$ cat src/rtl/if_fetch_unit.sv
// if_fetch_unit: instruction-fetch stage driving the IF/ID boundary.
// Holds the PC, fetches big-endian 32-bit words from a byte-wide local
// instruction memory, and registers instr / instr_pc / instr_valid for decode.
// Sequencing is a three-state FSM (BOOT, RUN, HALT) with flush, stall,
// end-of-program halt and a wrapping fetch counter.
//
// Optional feature macro: IF_REDIRECT_EN
//   defined   -> redirect_valid / redirect_pc steer the PC (branch/jump)
//   undefined -> redirect ports are present but ignored; HALT is left only
//                by flush or rst
//
// IMEM_BYTES must be a multiple of 4 and at least 8.

module if_fetch_unit #(
  parameter int                ADDR_W     = 8,
  parameter int                IMEM_BYTES = 64,
  parameter logic [ADDR_W-1:0] RESET_PC   = '0,
  parameter int                CNT_W      = 8
) (
  input  logic              clk,
  input  logic              rst,
  input  logic              stall,
  input  logic              flush,
  input  logic              redirect_valid,
  input  logic [ADDR_W-1:0] redirect_pc,
  input  logic              imem_wr_en,
  input  logic [ADDR_W-1:0] imem_wr_addr,
  input  logic [7:0]        imem_wr_data,
  output logic [31:0]       instr,
  output logic [ADDR_W-1:0] instr_pc,
  output logic              instr_valid,
  output logic [ADDR_W-1:0] pc,
  output logic              halted,
  output logic [CNT_W-1:0]  fetch_count
);

  localparam int                IDX_W   = $clog2(IMEM_BYTES);
  localparam logic [ADDR_W:0]   MEM_END = (ADDR_W+1)'(IMEM_BYTES);

  typedef enum logic [1:0] {
    S_BOOT,
    S_RUN,
    S_HALT
  } state_t;

  state_t state;

  // ---------------------------------------------------------------------
  // Instruction memory
  // ---------------------------------------------------------------------
  logic [7:0]       mem [IMEM_BYTES];
  logic             wr_in_range;
  logic [IDX_W-3:0] word_idx;
  logic [31:0]      fetch_word;

  assign wr_in_range = ({1'b0, imem_wr_addr} < MEM_END);

  // Byte write port for program load; active in every state, even during rst.
  // NOTE: the array is deliberately left out of reset -- clearing every byte
  // would turn it into a bank of resettable flops instead of a RAM, and the
  // program must survive a reset pulse anyway.
  always_ff @(posedge clk) begin
    if (imem_wr_en && wr_in_range) begin
      mem[imem_wr_addr[IDX_W-1:0]] <= imem_wr_data;
    end
  end

  // The PC is always word aligned and below IMEM_BYTES when RUN fetches, so
  // the low index bits select the four bytes of the word directly.
  assign word_idx   = pc[IDX_W-1:2];
  assign fetch_word = {mem[{word_idx, 2'd0}], mem[{word_idx, 2'd1}],
                       mem[{word_idx, 2'd2}], mem[{word_idx, 2'd3}]};

  // ---------------------------------------------------------------------
  // Next-PC helpers
  // ---------------------------------------------------------------------
  logic [ADDR_W:0] pc_plus4;
  logic            last_word;

  assign pc_plus4  = {1'b0, pc} + (ADDR_W+1)'(4);
  assign last_word = (pc_plus4 >= MEM_END);

`ifdef IF_REDIRECT_EN
  logic [ADDR_W-1:0] redir_target;
  logic              redir_in_range;
  logic              unused_redirect_lsbs;

  assign redir_target         = {redirect_pc[ADDR_W-1:2], 2'b00};
  assign redir_in_range       = ({1'b0, redir_target} < MEM_END);
  assign unused_redirect_lsbs = ^redirect_pc[1:0];
`else
  logic unused_redirect;

  assign unused_redirect = redirect_valid ^ (^redirect_pc);
`endif

  // ---------------------------------------------------------------------
  // Fetch FSM with registered outputs; priority rst > flush > redirect >
  // stall > normal operation.
  // ---------------------------------------------------------------------
  // NOTE: every register here uses non-blocking assignment; that is also what
  // makes a same-edge write to the fetched word return the pre-write data,
  // since fetch_word is sampled before the memory update lands.
  always_ff @(posedge clk or posedge rst) begin
    if (rst) begin
      state       <= S_BOOT;
      pc          <= RESET_PC;
      instr       <= '0;
      instr_pc    <= '0;
      instr_valid <= 1'b0;
      halted      <= 1'b0;
      fetch_count <= '0;
    end else if (flush) begin
      // instr / instr_pc keep their last value; only the valid flag drops.
      state       <= S_BOOT;
      pc          <= RESET_PC;
      instr_valid <= 1'b0;
      halted      <= 1'b0;
      fetch_count <= '0;
`ifdef IF_REDIRECT_EN
    end else if (redirect_valid) begin
      // One-cycle bubble; an out-of-range target parks the fetcher in HALT.
      pc          <= redir_target;
      instr_valid <= 1'b0;
      if (redir_in_range) begin
        state  <= S_RUN;
        halted <= 1'b0;
      end else begin
        state  <= S_HALT;
        halted <= 1'b1;
      end
`endif
    end else if (!stall) begin
      case (state)
        S_BOOT: begin
          instr_valid <= 1'b0;
          state       <= S_RUN;
        end
        S_RUN: begin
          instr       <= fetch_word;
          instr_pc    <= pc;
          instr_valid <= 1'b1;
          fetch_count <= fetch_count + CNT_W'(1);
          if (last_word) begin
            state  <= S_HALT;
            halted <= 1'b1;
          end else begin
            pc <= pc_plus4[ADDR_W-1:0];
          end
        end
        S_HALT: begin
          instr_valid <= 1'b0;
        end
        default: begin
          state       <= S_BOOT;
          instr_valid <= 1'b0;
          halted      <= 1'b0;
        end
      endcase
    end
  end

endmodule

$ cat config.mk
export PLATFORM = sky130hd
export DESIGN_NAME = if_fetch_unit
export DESIGN_NICKNAME = d
export VERILOG_FILES = /design/src/rtl/if_fetch_unit.sv
export SDC_FILE = /design/constraint.sdc
export NUM_CORES = 1
export LEC_CHECK = 0
export BUFFER_PORTS_ARGS = -buffer_cell sky130_fd_sc_hd__buf_2
export CAP_MARGIN = 20
export CELL_PAD_IN_SITES_DETAIL_PLACEMENT = 1
export CELL_PAD_IN_SITES_GLOBAL_PLACEMENT = 1
export CORE_UTILIZATION = 45
export CTS_CLUSTER_SIZE = 40
export DETAILED_ROUTE_END_ITERATION = 8
export PLACE_DENSITY = 0.76
export SETUP_SLACK_MARGIN = 0.05
export SLEW_MARGIN = 20
export SYNTH_ARGS = -nofsm -noshare
export SYNTH_HDL_FRONTEND = slang
export SYNTH_SLANG_ARGS = --single-unit
export TNS_END_PERCENT = 1
$ cat constraint.sdc
create_clock -name clk -period 1.9 [get_ports clk]
set_clock_uncertainty 0.15 [all_clocks]
set_input_delay 0.095 -clock clk [delete_from_list [all_inputs] [get_ports clk]]
set_output_delay 0.095 -clock clk [all_outputs]
set_load 0.01 [all_outputs]
==> key figures <==
Outcome
  – Status: finished with violations
  – Failing checks: setup timing

Hold path
  – Worst hold path type: primary input to flop
  – Hold Crit Depth: 2

Drt
  – Post-DRT Antenna Nets: 0
  – Vias/cell: 5.86
  – Detailed Route WL: 57.9 mm
  – Residual DRC: 0
  – Routed len/inst: 28.0 µm
  – TritonRoute pass-1 iters: 5
  – Initial drt markers: 1,115
  – Via count: 12,100

Synth
  – Synth area leader: edfxtp_1
  – Synth cell types: 49
  – Syn avg cell area: 19.2 µm²
  – Synth Instances: 1,144
  – Post-synth top flop: edfxtp_1
  – Ys Warns: 0
  – Async S/R FF share, synth: 9.86%
  – Mapped cell area: 0.0220 mm²
  – FF+latch count, synth: 568
  – Post-synth EDFFs: 512
  – Yosys top cell area share: 70.0%
  – Ranking of synthesized cells by area: edfxtp_1, mux4_2, dfrtp_1
  – Sequential fraction of the synthesis area: 76.4%

Power
  – VDD IR max: 0.915 mV
  – Power per cell area: 1030 mW/mm²
  – Leakage: 0.00905 µW
  – Power consumption: 27,900 µW

Run
  – Maxcap violations: 0

Clocking
  – CTS max path bufs: 3
  – CTS buffer count: 56
  – Sink Count: 568
  – Clock Latency Late Sink: 0.62 ns
  – Clock root cell: clkbuf_16
  – H-tree Lvls: 2
  – Clock Pin Slew Worst Setup and Hold Paths: 0.07 ns
  – TritonCTS clock tree: yes

STA
  – Relative slew slack: 44.4%
  – Setup ws final: -0.224 ns
  – WHS: 0.0775 ns
  – Crit path time final: 2.12 ns
  – Max Fclk: 471 MHz
  – Measured slew at the worst slew-check pin: 0.833 ns
  – Final setup violation count: 38
  – RSZ-0062 raised after global routing: true
  – Final period util: 112%
  – Final setup TNS: -5.98 ns
  – Fin. max-slew vios: 0
  – Hold Vio Cnt, Final: 0

GRT
  – Initial antenna violation count: 2
  – First-pass GRT wire length: 84.6 mm
  – Largest net degree at the start of global routing: 65
  – Total congestion overflow: 0
  – Vias in the first global route: 13,000
  – GRT Util Overall: 23.3%

Worst setup path
  – CP endpoint kind: flop
  – CP startpoint kind: flop
  – Crit-path max FO: 8
  – Setup CP Type: flop to flop
  – CP required: 2.22 ns
  – Worst EP arrival: 2.44 ns
  – Worst reg-to-reg path cell count: 6

Floorplan
  – I/O pin count: 88
  – Num rows: 80
  – Chip Width: 223 µm
  – Chip height: 223 µm
  – Die area: 0.0497 mm²
  – Core Box Area: 0.0479 mm²
  – Starting Density: 45.8%

Cells and area
  – FILL cells: 4,215
  – Antenna Diode Count: 0
  – Area grow syn2layout: 22.9%
  – Final Net Count: 1,441
  – Register area: 0.0168 mm²
  – Share of cells above drive strength 1: 34.8%
  – Multi-input gate area: 0.00509 mm²

Placed design
  – RePlAce Congestion: 0.799
  – IO Port Bufs: 74
  – DP HPWL: 35.2 mm
[synthesized netlist by cell type, types with 13 or more instances]
cell type,instances
mux2i_1,70
a31oi_1,13
nand2_1,79
nand2b_1,14
o211ai_1,18
clkbuf_1,27
mux4_2,104
edfxtp_1,512
a21oi_1,18
buf_2,24
nand4_1,13
nor2_1,89
dfrtp_1,56
a22oi_1,20
[flip-flops by register name (all words and copies together), names as in the netlist]
register and flops:
fetch_count 8, halted 1, instr 32, instr_pc 6
instr_valid 1, mem 512, pc 6, state 2
[critical path, cell delays in order (launching register included)]
cell and delay, ns:
dfrtp_4 0.56, buf_6 0.16, clkbuf_16 0.17, buf_4 0.15, mux4_2 0.47, mux2i_4 0.19
o211ai_1 0.12
[timing repair]
item	CTS	global route
pin swaps	5	12
endpoints found under the hold margin	292	128
buffers inserted	3	7
resized for setup	44	36
cloned	0	3
setup endpoints to repair	41	42
hold buffers	8	2
[kinds of logic (layout without fill, tap and decap cells)]
family                   Yosys count  after routing  share of synthesized area (%)
AO/OA/AOI/OAI                     94             94                           2.88
buffers and inverters             69            377                           1.56
multiplexers                     175            175                           13.9
other                              1              4                         0.0171
XOR/XNOR                           5              5                          0.199
AND/OR/NAND/NOR                  229            229                           4.86
flip-flops                       568            568                           76.4
adder cells (fa/ha/maj)            3              3                          0.171
[stage by stage]
| step | utilization (%) | setup slack, ns | area, µm² | instances |
|---|---|---|---|---|
| after detailed placement | 50.8 | -0.224 | 24300 | 1942 |
| after global routing | 56.3 | -0.253 | 27000 | 2070 |
| after floorplan | - | 0.0273 | 22000 | 1147 |
| after CTS | 55.6 | -0.191 | 26700 | 2058 |
| final | 56.3 | -0.224 | 27000 | 2070 |
| after global placement | 50.8 | -0.211 | 24300 | 1942 |
[power breakdown]
part           switching (µW)  leakage (µW)  internal [µW]
clock                    4830      0.000987           7430
sequential                201       0.00531          13800
combinational             904       0.00275            711
total                    5940       0.00905          21900
[per-layer routing]
layer,track usage (%),share of wire [%]
met5,0,0.028
met3,3.65,6.2
met2,39.2,51
met4,7.50,2.5
met1,31.4,41
[final timing paths]
path	endpoint	slack, ns	from
setup reg to reg	instr[23]	-0.22	pc[2]
setup / recovery	instr[23]	-0.22	pc[2]
hold / removal	mem[11][3]	0.08	imem_wr_data[3]
max in group asynchronous	instr[6]	0.33	rst
min in group asynchronous	instr_pc[7]	0.52	rst
hold reg to reg	instr_pc[5]	0.32	instr_pc[5]
[area by class of cell]
class,count,area share [%]
clock buffers,66,5.60
clock inverters,39,1.94
multi-input cells,510,18.9
repair buffers,269,8.50
flip-flops and latches,568,62.2
inverters,3,0.0417
well taps,615,2.85
[cells in the final DEF, fill, tap and decap left out, drive strengths merged, types with 2 or more instances in the layout]
master | Yosys | layout
a31oi | 13 | 13
nand3 | 3 | 3
or4 | 2 | 2
nand3b | 4 | 4
xnor2 | 4 | 4
nor4b | 2 | 2
buf | 38 | 256
nand2 | 79 | 79
a21oi | 18 | 18
nor2b | 6 | 6
edfxtp | 512 | 512
nor3b | 4 | 4
dlygate4sd3 | 0 | 10
conb | 1 | 4
ha | 3 | 3
a22oi | 20 | 20
nor3 | 3 | 3
o211ai | 20 | 20
or3 | 3 | 3
nand4 | 13 | 13
mux4 | 104 | 104
dfrtp | 56 | 56
nor2 | 89 | 89
clkbuf | 28 | 69
inv | 3 | 5
clkinvlp | 0 | 4
mux2i | 70 | 70
o21ai | 5 | 5
nand2b | 14 | 14
or3b | 2 | 2
o22ai | 12 | 12
clkinv | 0 | 20
bufinv | 0 | 13
o31ai | 2 | 2
(Power assumes the default switching activity.)
